**src/rtl/vga_timing_gen.sv**
```systemverilog
// VGA/DVI raster timing generator: free-running h/v counters, a registered fetch stage and a
// configurable-depth display pipeline so fetched pixel data lines up with sync/blank.
module vga_timing_gen #(
  parameter int unsigned p_h_active      = 640,
  parameter int unsigned p_h_fp          = 16,
  parameter int unsigned p_h_sync        = 96,
  parameter int unsigned p_h_bp          = 48,
  parameter int unsigned p_v_active      = 480,
  parameter int unsigned p_v_fp          = 10,
  parameter int unsigned p_v_sync        = 2,
  parameter int unsigned p_v_bp          = 33,
  parameter logic        p_h_sync_pol    = 1'b0,
  parameter logic        p_v_sync_pol    = 1'b0,
  parameter int unsigned p_fetch_latency = 2
) (
  input  logic        i_clk_pixel,
  input  logic        i_rst,
  output logic        o_hsync,
  output logic        o_vsync,
  output logic        o_blank,
  output logic [11:0] o_x,
  output logic [11:0] o_y,
  output logic        o_frame_start,
  output logic        o_line_start,
  output logic        o_fetch_valid,
  output logic [11:0] o_fetch_x,
  output logic [11:0] o_fetch_y
);

  localparam int unsigned HTotal = p_h_active + p_h_fp + p_h_sync + p_h_bp;
  localparam int unsigned VTotal = p_v_active + p_v_fp + p_v_sync + p_v_bp;

  if (HTotal > 4096 || VTotal > 4096) begin : g_bad_total
    $error("vga_timing_gen: H or V total exceeds 4096");
  end
  if (p_fetch_latency > 15) begin : g_bad_latency
    $error("vga_timing_gen: p_fetch_latency exceeds 15");
  end

  localparam logic [12:0] HActive    = 13'(p_h_active);
  localparam logic [12:0] HSyncStart = 13'(p_h_active + p_h_fp);
  localparam logic [12:0] HSyncEnd   = 13'(p_h_active + p_h_fp + p_h_sync);
  localparam logic [12:0] VActive    = 13'(p_v_active);
  localparam logic [12:0] VSyncStart = 13'(p_v_active + p_v_fp);
  localparam logic [12:0] VSyncEnd   = 13'(p_v_active + p_v_fp + p_v_sync);
  localparam logic [11:0] HLast      = 12'(HTotal - 1);
  localparam logic [11:0] VLast      = 12'(VTotal - 1);

  // Sync fields hold "asserted", polarity is applied only at the output pins.
  typedef struct packed {
    logic        hsync;
    logic        vsync;
    logic        blank;
    logic [11:0] x;
    logic [11:0] y;
    logic        frame_start;
    logic        line_start;
  } bundle_t;

  localparam bundle_t IdleBundle = '{
    hsync: 1'b0, vsync: 1'b0, blank: 1'b1, x: 12'd0, y: 12'd0,
    frame_start: 1'b0, line_start: 1'b0
  };

  logic [11:0] hc_q, hc_d, vc_q, vc_d;
  logic [12:0] hc_w, vc_w;
  bundle_t     cur_b, fetch_q, disp_b;

  assign hc_w = {1'b0, hc_q};
  assign vc_w = {1'b0, vc_q};

  always_comb begin
    hc_d = hc_q + 12'd1;
    vc_d = vc_q;
    if (hc_q == HLast) begin
      hc_d = 12'd0;
      vc_d = (vc_q == VLast) ? 12'd0 : vc_q + 12'd1;
    end
  end

  always_comb begin
    cur_b             = IdleBundle;
    cur_b.hsync       = (hc_w >= HSyncStart) && (hc_w < HSyncEnd);
    cur_b.vsync       = (vc_w >= VSyncStart) && (vc_w < VSyncEnd);
    cur_b.blank       = (hc_w >= HActive) || (vc_w >= VActive);
    cur_b.x           = hc_q;
    cur_b.y           = vc_q;
    cur_b.frame_start = (hc_q == 12'd0) && (vc_q == 12'd0);
    cur_b.line_start  = (hc_q == 12'd0) && (vc_w < VActive);
  end

  always_ff @(posedge i_clk_pixel) begin
    if (!i_rst) begin
      hc_q    <= 12'd0;
      vc_q    <= 12'd0;
      fetch_q <= IdleBundle;
    end else begin
      hc_q    <= hc_d;
      vc_q    <= vc_d;
      fetch_q <= cur_b;
    end
  end

  if (p_fetch_latency == 0) begin : g_no_pipe
    assign disp_b = fetch_q;
  end else begin : g_pipe
    bundle_t pipe_q [p_fetch_latency];

    always_ff @(posedge i_clk_pixel) begin
      if (!i_rst) begin
        for (int unsigned i = 0; i < p_fetch_latency; i++) begin
          pipe_q[i] <= IdleBundle;
        end
      end else begin
        pipe_q[0] <= fetch_q;
        for (int unsigned i = 1; i < p_fetch_latency; i++) begin
          pipe_q[i] <= pipe_q[i-1];
        end
      end
    end

    assign disp_b = pipe_q[p_fetch_latency-1];
  end

  assign o_fetch_valid = ~fetch_q.blank;
  assign o_fetch_x     = fetch_q.x;
  assign o_fetch_y     = fetch_q.y;

  assign o_hsync       = disp_b.hsync ? p_h_sync_pol : ~p_h_sync_pol;
  assign o_vsync       = disp_b.vsync ? p_v_sync_pol : ~p_v_sync_pol;
  assign o_blank       = disp_b.blank;
  assign o_x           = disp_b.x;
  assign o_y           = disp_b.y;
  assign o_frame_start = disp_b.frame_start;
  assign o_line_start  = disp_b.line_start;

endmodule

```
**config.mk**
```make
export PLATFORM = sky130hd
export DESIGN_NAME = vga_timing_gen
export DESIGN_NICKNAME = d
export VERILOG_FILES = /design/src/rtl/vga_timing_gen.sv
export SDC_FILE = /design/constraint.sdc
export NUM_CORES = 1
export LEC_CHECK = 0
export ABC_AREA = 1
export BUFFER_PORTS_ARGS = -buffer_cell sky130_fd_sc_hd__buf_2
export CAP_MARGIN = 10
export CORE_ASPECT_RATIO = 1.5
export CORE_MARGIN = 2
export CORE_UTILIZATION = 51
export CTS_BUF_LIST = sky130_fd_sc_hd__clkbuf_4
export DETAILED_ROUTE_END_ITERATION = 16
export GPL_TIMING_DRIVEN = 0
export HOLD_SLACK_MARGIN = 0.1
export PLACE_DENSITY = 0.83
export RECOVER_POWER = 100
export SYNTH_ARGS = -nofsm -noshare
export SYNTH_HDL_FRONTEND = slang
export SYNTH_SLANG_ARGS = --single-unit
```
**constraint.sdc**
```tcl
create_clock -name i_clk_pixel -period 4.1 [get_ports i_clk_pixel]
set_input_delay 0.41 -clock i_clk_pixel [delete_from_list [all_inputs] [get_ports i_clk_pixel]]
set_output_delay 0.41 -clock i_clk_pixel [all_outputs]
set_load 0.05 [all_outputs]
```
==> results.txt, run 1 <==
Setup crit start kind: flip-flop
DR iter-0 viols: 108
Final Hold Fails: 0
Largest net degree at the start of global routing: 18
# fillers: 762
Uppermost layer routed: met4
ANT nets after route: 0
Achievable Freq: 0.496 GHz
Setup Buffers After CTS: 0
Die Y: 115 um
DP HPWL: 5.37 mm
Final period utilization: 49.2%
Core ar.: 8010 um2
Leakage: 2.62 nW
Via density: 4.36
PostCTS Resize Cnt: 0
CP max FO: 10
CTS H-tree lvls: 3
Max-cap violations: 0
I/O Pins: 56
CP Launch Point: hc_q[0]$_SDFF_PP0_
DR WL/cell: 9.77 um
Synth Register Bits: 111
Max IR drop VDD: 143 uV
# rows: 40
Crit path cell chain: ha_1, nand2_1, nor2_1, nand3_1, nand2_1, clkbuf_1, nor3b_1
Number of buffers created by CTS: 9
Clock Skews: 0.0126 ns
Final antenna diode count: 0
Initial Utilization: 52.7%
DR DRC count: 0
Tot GR Track Use: 16.4%
HP Start: i_rst
Status: completed
Hold crit path type: in2reg
CTS clk-pin slew, worst paths: 0.15 ns
Root cell of the clock tree: clkbuf_4
Final setup fails: 0
Area Overhead vs Synth: 9.93%
CTS tree: built
Power Dens Cells: 343 nW/um2
Met2 wire length: 3.59 mm
CP max stage cell: dfxtp_1
CTS Sinks: 111
Synth unique cells: 25
Worst setup EP type: flip-flop
Final Max Tran Viols: 0
Mapped Area: 4220 um2
Crit path top cell by count: nand2_1
CP Class: reg2reg
Critical Path AT: 2.35 ns
Final Non-Filler Cells: 717
Clock latency on the worst-skew pair: 0.44 ns
Initial antenna violation count: 0
Metal3 WL: 353 um
Met1 Wirelength: 2.82 mm
DR vias: 3129
Sequential area share after synthesis: 52.6%
Worst Tran Pin Value: 0.657 ns
Synth Warn #: 0
DRT Pass-1 Iters: 4
RR Startpoint: hc_q[0]$_SDFF_PP0_
Post-Syn Instances: 542
Gr ovfl total: 0
Post-Route WL: 7.01 mm
I/O Buffers: 55
Global placer's final weighted congestion: 0.908
CP bufs+invs: 1
Required @ worst endpoint: 4.43 ns
Tmin final: 2.02 ns
Placed cells: 702
Max clock buf depth: 2
Die area: 9040 um2
Slew HR: 56.4%
RSZ-0062 raised after global routing: false
Fin nets: 615
Mapped Avg Cell Area: 7.79 um2
Vias in the first global route: 2751
CP peak stage delay: 0.44 ns
First-pass GRT wire length: 11.6 mm
Hold-fix buffers, CTS: 0
Fraction of layout cells with a size suffix above 1: 11.6%
Die X-Extent: 78.3 um
Setup tns final: 0 ns
Syn nets: 549
Top delay family on crit path: simple AND/OR/NAND/NOR gates
-- routing by layer --
layer / up-vias / track usage (%)
li1: 1657 / -
met1: 1372 / 18.1
met2: 76 / 28.7
met3: 24 / 3.97
met4: 0 / 9.59
met5: - / 0
-- kinds of logic (layout without fill, tap and decap cells) --
family / count (synthesis) / count (layout) / share of synthesized area [%]
simple gates: 232 / 232 / 23.1
buf+inv: 178 / 248 / 20.4
flops: 111 / 111 / 52.6
compound gates: 12 / 12 / 1.57
fa+ha+maj: 5 / 5 / 1.48
xor+xnor: 4 / 4 / 0.830
-- synthesized netlist by cell type, drive strengths merged --
library cell  instances  area [um2]
o21ai                 2        10.0
buf                  50         379
or2                   1        6.26
nor2                 52         218
o2111ai               1        8.76
nor4                  1        6.26
nor3b                 2        20.0
o21bai                1        7.51
nor3                  4        20.0
ha                    5        62.6
clkbuf                9        33.8
inv                 119         447
xor2                  4        35.0
a21oi                 8        40.0
nand3                23         120
nand4                 7        43.8
nand2               142         543
dfxtp               111        2220
-- registers in the layout, summed over array words and instances (netlist names) --
name,count
g_pipe.pipe_q,58
hc_q,12
o_fetch_x,12
o_fetch_y,12
vc_q,12
fetch_q,5
-- stage by stage --
stage	hold WS [ns]	utilization [%]	total power, mW	cell area [um2]	setup WS, ns
2_1_floorplan	0.390	-	1.16	4220	2.77
5_1_grt	0.296	58.0	1.66	4640	1.92
4_1_cts	0.226	59.1	1.62	4730	2.47
6_report	0.288	58.0	1.59	4640	2.08
3_5_place_dp	0.395	57.8	1.18	4630	2.47
3_3_place_gp	0.392	57.8	1.18	4630	2.49
-- report_power, final --
part / switching [mW] / internal [mW] / total [mW]
registers: 0.00526 / 1.09 / 1.10
logic: 0.0428 / 0.0135 / 0.0563
clock network: 0.323 / 0.120 / 0.443
-- worst paths after layout --
kind	endpoint	slack (ns)	cells past startpoint
setup reg to reg	hc_q[4]$_SDFF_PP0_	2.08	7
hold / removal	hc_q[9]$_SDFF_PP0_	0.29	3
setup / recovery	hc_q[4]$_SDFF_PP0_	2.08	7
hold reg to reg	g_pipe.pipe_q[0][56]$_SDFF_PN0_	0.42	2
-- layout make-up --
class	count	area (um2)	share of cell area, %
Sequential cell	111	2220	47.9
Multi-Input combinational cell	253	1120	24.2
Inverter	119	447	9.62
Buffer	59	409	8.81
Timing Repair Buffer	55	206	4.45
Tap cell	105	131	2.83
Clock buffer	9	67.6	1.46
Clock inverter	6	37.5	0.809
-- placed cells by master (no fill, tap or decap) --
cell / instances
clkinv_2: 2
nor3b_1: 2
or2_2: 1
a21oi_1: 8
buf_4: 48
nand2_1: 140
buf_6: 1
nand3_2: 1
inv_2: 1
nor2_4: 1
ha_1: 5
o21bai_1: 1
nor3_1: 4
xor2_1: 4
nor4_1: 1
nand4_1: 7
clkbuf_1: 65
o21ai_0: 2
o2111ai_1: 1
nor2_1: 49
clkinvlp_4: 2
clkinv_1: 1
dfxtp_1: 111
nor2_2: 2
clkbuf_4: 9
inv_1: 118
nand3_1: 22
nand2_2: 2
inv_6: 1
-- tightest hold or removal path: stages --
cell	delay (ns)
clkbuf_1	0.11
nand2_1	0.12
nor3b_1	0.06
(Power assumes the default switching activity.)
==> run 2: changes to the inputs <==
- PLACE_DENSITY: 0.83 -> 0.86
- clock period: 4.1 -> 1.7 ns (I/O delays scaled with it)
==> results.txt, run 2 (synthesized netlist as in run 1, its figures left out) <==
Status: completed
Final Hold Fails: 0 (unchanged)
Die Y: 115 um (unchanged)
Final setup fails: 0 (unchanged)
Achievable Freq: 0.641 GHz
Hold crit path type: reg2reg
DR iter-0 viols: 156 (+44%)
CP Class: reg2out
Power Dens Cells: 835 nW/um2 (+140%)
ANT nets after route: 0 (unchanged)
Tot GR Track Use: 16.6% (+0.23 points)
Fraction of layout cells with a size suffix above 1: 16.1% (+4.5 points)
# rows: 40 (unchanged)
Most common cell after layout, fill and taps aside: nand2_1
I/O Buffers: 55 (unchanged)
Largest net degree at the start of global routing: 19 (+1)
Leakage: 2.70 nW (+3.1%)
DRT Pass-1 Iters: 5 (+1)
R2r endpoint: vc_q[5]$_SDFFE_PN0N_
First-pass GRT wire length: 11.7 mm (+0.82%)
Final Cell Area: 4720 um2 (+1.6%)
Final antenna diode count: 0 (unchanged)
Root cell of the clock tree: clkbuf_4
Worst setup endpoint: o_fetch_y[9]
Final period utilization: 91.8%
Fin nets: 616 (+0.16%)
I/O Pins: 56 (unchanged)
Die area: 9040 um2 (unchanged)
Area Overhead vs Synth: 11.7%
Tmin final: 1.56 ns
Core ar.: 8010 um2 (unchanged)
CTS tree: built
Max reg flops: 58 (unchanged)
CTS Sinks: 111 (unchanged)
Setup Buffers After CTS: 0 (unchanged)
CP max FO: 2 (-8)
Post-Route WL: 7.16 mm (+2.1%)
Clock latency on the worst-skew pair: 0.46 ns (+0.02 ns)
CTS H-tree lvls: 3 (unchanged)
Worst setup EP type: output port
Required @ worst endpoint: 1.53 ns (-2.90 ns)
Dpl cell area: 4630 um2 (unchanged)
Initial antenna violation count: 0 (unchanged)
Critical Path AT: 1.39 ns (-0.96 ns)
Slew HR: 58.6% (+2.2 points)
Commonest non-fill, non-tap cells in the layout: 139 x nand2_1, 117 x inv_1, 110 x dfxtp_1
Die X-Extent: 78.3 um (unchanged)
CP Launch Point: o_fetch_y[9]$_SDFF_PN0_
# fillers: 749 (-1.7%)
Multi-input gate area: 1140 um2 (+2.0%)
Max IR drop VDD: 311 uV (+120%)
Final Max Tran Viols: 0 (unchanged)
Worst Tran Pin Value: 0.624 ns (-0.0326 ns)
Number of buffers created by CTS: 9 (unchanged)
Global placer's final weighted congestion: 0.880 (-3.0%)
Setup tns final: 0 ns (unchanged)
CTS clk-pin slew, worst paths: 0.16 ns (about the same)
Cells on worst reg2reg path: 10 (+3)
RR Startpoint: hc_q[1]$_SDFF_PP0_
Setup crit start kind: flip-flop
Vias in the first global route: 2887 (+4.9%)
Initial Utilization: 52.7% (unchanged)
DR WL/cell: 9.96 um (+1.9%)
DR DRC count: 0 (unchanged)
Clock Skews: 0.0115 ns (-0.00107 ns)
RSZ-0062 raised after global routing: false
R2r setup slk: 0.18 ns (-1.90 ns)
DP HPWL: 5.44 mm (+1.2%)
Max-cap violations: 0 (unchanged)
FF+latch area: 2220 um2 (about the same)
Gr ovfl total: 0 (unchanged)
Max clock buf depth: 2 (unchanged)
DR vias: 3141 (+0.38%)
Largest Register: g_pipe.pipe_q
Via density: 4.37 (+0.10%)
run 2: stage by stage:
step	instances	power (mW)	hold slack (ns)	util, %	setup slack, ns
floorplan	542	2.80	0.336	-	0.372
global placement	702	2.83	0.392	57.8	0.151
detailed placement	702	2.84	0.395	57.8	0.104
CTS	719	3.96	0.425	59.4	0.0713
global route	719	4.08	0.444	58.9	0.0222
finish	719	3.94	0.423	58.9	0.140
run 2: layer usage:
| metal | global-route usage [%] | routed length (um) |
|---|---|---|
| met1 | 16.3 | 2800 |
| met2 | 31.7 | 3790 |
| met3 | 3.19 | 335 |
| met4 | 10.5 | 233 |
| met5 | 0 | 0 |
run 2: worst min path at each step:
stage                                          startpoint                               to  slack [ns]  cells past startpoint
after CTS                  g_pipe.pipe_q[0][7]$_SDFF_PN0_  g_pipe.pipe_q[0][36]$_SDFF_PN0_        0.43                      2
final                     g_pipe.pipe_q[0][23]$_SDFF_PN0_  g_pipe.pipe_q[0][52]$_SDFF_PN0_        0.42                      2
after floorplan                                     i_rst               hc_q[9]$_SDFF_PP0_        0.34                      2
after global routing               fetch_q[28]$_SDFF_PN0_  g_pipe.pipe_q[0][28]$_SDFF_PN0_        0.44                      2
after detailed placement  g_pipe.pipe_q[0][16]$_SDFF_PN0_  g_pipe.pipe_q[0][45]$_SDFF_PN0_        0.40                      2
after global placement     g_pipe.pipe_q[0][9]$_SDFF_PN0_  g_pipe.pipe_q[0][38]$_SDFF_PN0_        0.39                      2
run 2: area by class of cell:
| cell class | count | share of cell area [%] |
|---|---|---|
| clock inverters | 6 | 0.955 |
| plain buffers | 59 | 8.75 |
| clock buffers | 10 | 1.59 |
| well taps | 105 | 2.78 |
| inverters | 119 | 9.47 |
| repair buffers | 56 | 5.09 |
| flip-flops and latches | 111 | 47.1 |
| multi-input cells | 253 | 24.2 |
run 2: power breakdown:
group          internal [mW]  total, mW  leakage (nW)  switching (mW)
Combinational         0.0362      0.138          1.74           0.102
Clock                  0.328       1.16        0.0647           0.830
Sequential              2.63       2.64         0.897          0.0131
Total                   2.99       3.94          2.70           0.945
run 2: what timing repair did:
item / 4_1_cts / 5_1_grt
endpoints found under the hold margin: 3 / 0
setup endpoints to repair: 0 / 20
hold buffers: 1 / 0
gates resized for setup: 0 / 3
run 2: critical path, cell delays in order, from the launching register on:
cell      delay [ns]
dfxtp_1         0.37
buf_4           0.11
clkbuf_1        0.45
==> run 3: changes to the inputs <==
- ABC_AREA: 1 -> 0
- SKIP_LAST_GASP: default -> 1
==> results.txt, run 3 <==
Final Cell Area: 4640 um2 (-1.6%)
Tot GR Track Use: 17.0% (+0.33 points)
Commonest non-fill, non-tap cells in the layout: 105 x dfxtp_1, 58 x buf_4, 57 x clkbuf_1
Initial antenna violation count: 0 (unchanged)
Top FF cell, synth: dfxtp_1
Max-cap violations: 0 (unchanged)
Mapped Area: 3990 um2 (-5.5%)
I/O Buffers: 54 (-1.8%)
Fraction of layout cells with a size suffix above 1: 24.1% (+8.0 points)
Fin nets: 472 (-23%)
Post-Route WL: 7.29 mm (+1.9%)
Clock latency on the worst-skew pair: 0.46 ns (about the same)
Largest Register: g_pipe.pipe_q
Mapped Avg Cell Area: 10.3 um2 (+32%)
Die area: 8570 um2 (-5.2%)
Dpl cell area: 4390 um2 (-5.1%)
Setup WS post-layout: -0.0222 ns (-0.162 ns)
Post-Syn Instances: 389 (-28%)
# fillers: 627 (-16%)
Hold crit path type: in2reg
Synth Register Bits: 111 (unchanged)
CTS Sinks: 111 (unchanged)
DR DRC count: 0 (unchanged)
Hold WS: 0.146 ns (-0.277 ns)
Largest net degree at the start of global routing: 17 (-2)
Post-synth ARST share: 0% (unchanged)
# rows: 39 (-2.5%)
DR iter-0 viols: 137 (-12%)
Via density: 4.92 (+13%)
Final setup fails: 6 (+6)
Area Overhead vs Synth: 16.3%
Final Max Tran Viols: 0 (unchanged)
Required @ worst endpoint: 2.06 ns (+0.53 ns)
Worst hold stages: 4 (+2)
HP Start: i_rst
Top cells by area, synth: dfxtp_1 56%, and2_1 11%, buf_4 9.4%
Tmin final: 1.72 ns (+0.162 ns)
CTS tree: built
CTS clk-pin slew, worst paths: 0.15 ns (about the same)
Clock Skews: 0.0169 ns (+0.00536 ns)
Number of synthesized flops with an enable pin: 0 (unchanged)
Placed cells: 545 (-22%)
Final Hold Fails: 0 (unchanged)
Setup crit start kind: flip-flop
Cells on worst reg2reg path: 5 (-5)
Leakage: 1.90 nW (-30%)
Max reg flops: 58 (unchanged)
Final period utilization: 101% (+9.6 points)
Worst Tran Pin Value: 0.632 ns (+0.00809 ns)
Post-synth top area share: 55.7% (+3.0 points)
Max IR drop VDD: 413 uV (+33%)
CP max FO: 5 (+3)
Max clock buf depth: 2 (unchanged)
Gr ovfl total: 0 (unchanged)
Core ar.: 7610 um2 (-4.9%)
Vias in the first global route: 2587 (-10%)
Synth unique cells: 41 (+64%)
RSZ-0062 raised after global routing: true
Syn nets: 396 (-28%)
Failing checks: negative setup slack
Synth Warn #: 0 (unchanged)
I/O Pins: 56 (unchanged)
RR Startpoint: vc_q[4]$_SDFFE_PN0N_
DRT Pass-1 Iters: 4 (-1)
Worst setup EP type: flip-flop
Power Dens Cells: 862 nW/um2 (+3.2%)
FF+latch area: 2230 um2 (+0.28%)
Initial Utilization: 52.4% (-0.29 points)
First-pass GRT wire length: 11.6 mm (-1.1%)
Synth cell count leaders: 111 x dfxtp_1, 71 x and2_1, 50 x buf_4
Die Y: 112 um (-2.7%)
Multi-input gate area: 1360 um2 (+19%)
CP Launch Point: vc_q[4]$_SDFFE_PN0N_
Root cell of the clock tree: clkbuf_4
DR WL/cell: 12.8 um (+28%)
DP HPWL: 4.81 mm (-12%)
Status: complete, but fails checks
CP Class: reg2reg
Sequential area share after synthesis: 55.7% (+3.0 points)
Dominant cell type by area after synthesis: dfxtp_1
Place WS: -0.272 ns (-0.376 ns)
ANT nets after route: 0 (unchanged)
DR vias: 2810 (-11%)
Most common cell in the netlist: dfxtp_1
Most common cell after layout, fill and taps aside: dfxtp_1
Number of buffers created by CTS: 9 (unchanged)
Final Non-Filler Cells: 571 (-21%)
Critical Path AT: 2.09 ns (+0.70 ns)
Die X-Extent: 76.2 um (-2.6%)
Global placer's final weighted congestion: 0.878 (-0.26%)
Slew HR: 58.0% (-0.54 points)
CTS H-tree lvls: 3 (unchanged)
Achievable Freq: 0.581 GHz (-9.4%)
## run 3: cell count changes in the layout (fill, tap and decap cells not counted), sizes merged, moves of 7 or more
cell,previous run,this run
nand2,142,13
inv,121,13
and2,0,72
nor2,52,21
buf,49,64
nand3,23,11
o31ai,0,7
or4,0,7
## run 3: logic make-up (layout without fill, tap and decap cells)
| kind of cell | count (synthesis) | in the layout | synth area share, % |
|---|---|---|---|
| AO/OA/AOI/OAI | 24 | 24 | 3.85 |
| XOR/XNOR | 10 | 10 | 2.19 |
| adder cells (fa/ha/maj) | 5 | 5 | 1.57 |
| buffers and inverters | 78 | 157 | 12.3 |
| flip-flops | 111 | 111 | 55.7 |
| multiplexers | 1 | 1 | 0.251 |
| other | 0 | 1 | 0 |
| AND/OR/NAND/NOR | 160 | 160 | 24.2 |
## run 3: routing by layer
metal  vias up  global-route usage [%]  part of all wire (%)
met2       115                    29.7                    52
met3        40                    3.94                   5.9
met1      1277                    18.3                    37
li1       1378                       -                     -
met5         -                       0                     0
met4         0                    10.7                   5.1
## run 3: path summary, 6_finish.rpt
check                               endpoint  slack (ns)
max                     vc_q[2]$_SDFFE_PN0N_       -0.02
min reg2reg  g_pipe.pipe_q[0][55]$_SDFF_PN1_        0.44
max reg2reg             vc_q[2]$_SDFFE_PN0N_       -0.02
min                     vc_q[3]$_SDFFE_PN0N_        0.15
## run 3: cell type report
| class | count | share of cell area, % |
|---|---|---|
| Timing Repair Buffer | 66 | 6.65 |
| Clock buffer | 10 | 1.62 |
| Buffer | 64 | 9.59 |
| Clock inverter | 4 | 1.05 |
| Inverter | 13 | 1.05 |
| Multi-Input combinational cell | 200 | 29.2 |
| Antenna cell | 1 | 0.0539 |
| Sequential cell | 111 | 48.0 |
| Tap cell | 102 | 2.75 |
## run 3: power by group
| part | internal, mW | total, mW | switching [mW] |
|---|---|---|---|
| clock | 0.445 | 1.21 | 0.764 |
| combinational | 0.0474 | 0.149 | 0.101 |
| sequential | 2.63 | 2.64 | 0.0134 |
## run 3: timing repair
item	4_1_cts	5_1_grt
hold buffers	1	0
setup buffers	10	1
pin swaps	3	5
resized for setup	7	21
hold endpoints to repair	1	0
endpoints found under the setup margin	18	20
## run 3: stage by stage
stage,util [%],TNS [ns],power [mW]
6_report,61.0,-0.0666,4.00
5_1_grt,61.0,-0.767,4.15
4_1_cts,60.8,0,4.02
3_5_place_dp,57.7,-2.32,2.83
3_3_place_gp,57.7,-1.69,2.83
2_1_floorplan,-,0,2.79
## run 3: critical path, cell delays in order (launching register included)
cell and delay (ns):
dfxtp_1 0.40, nor4_2 0.39, nand4_1 0.29, o31ai_4 0.32, buf_4 0.18, a21oi_1 0.04
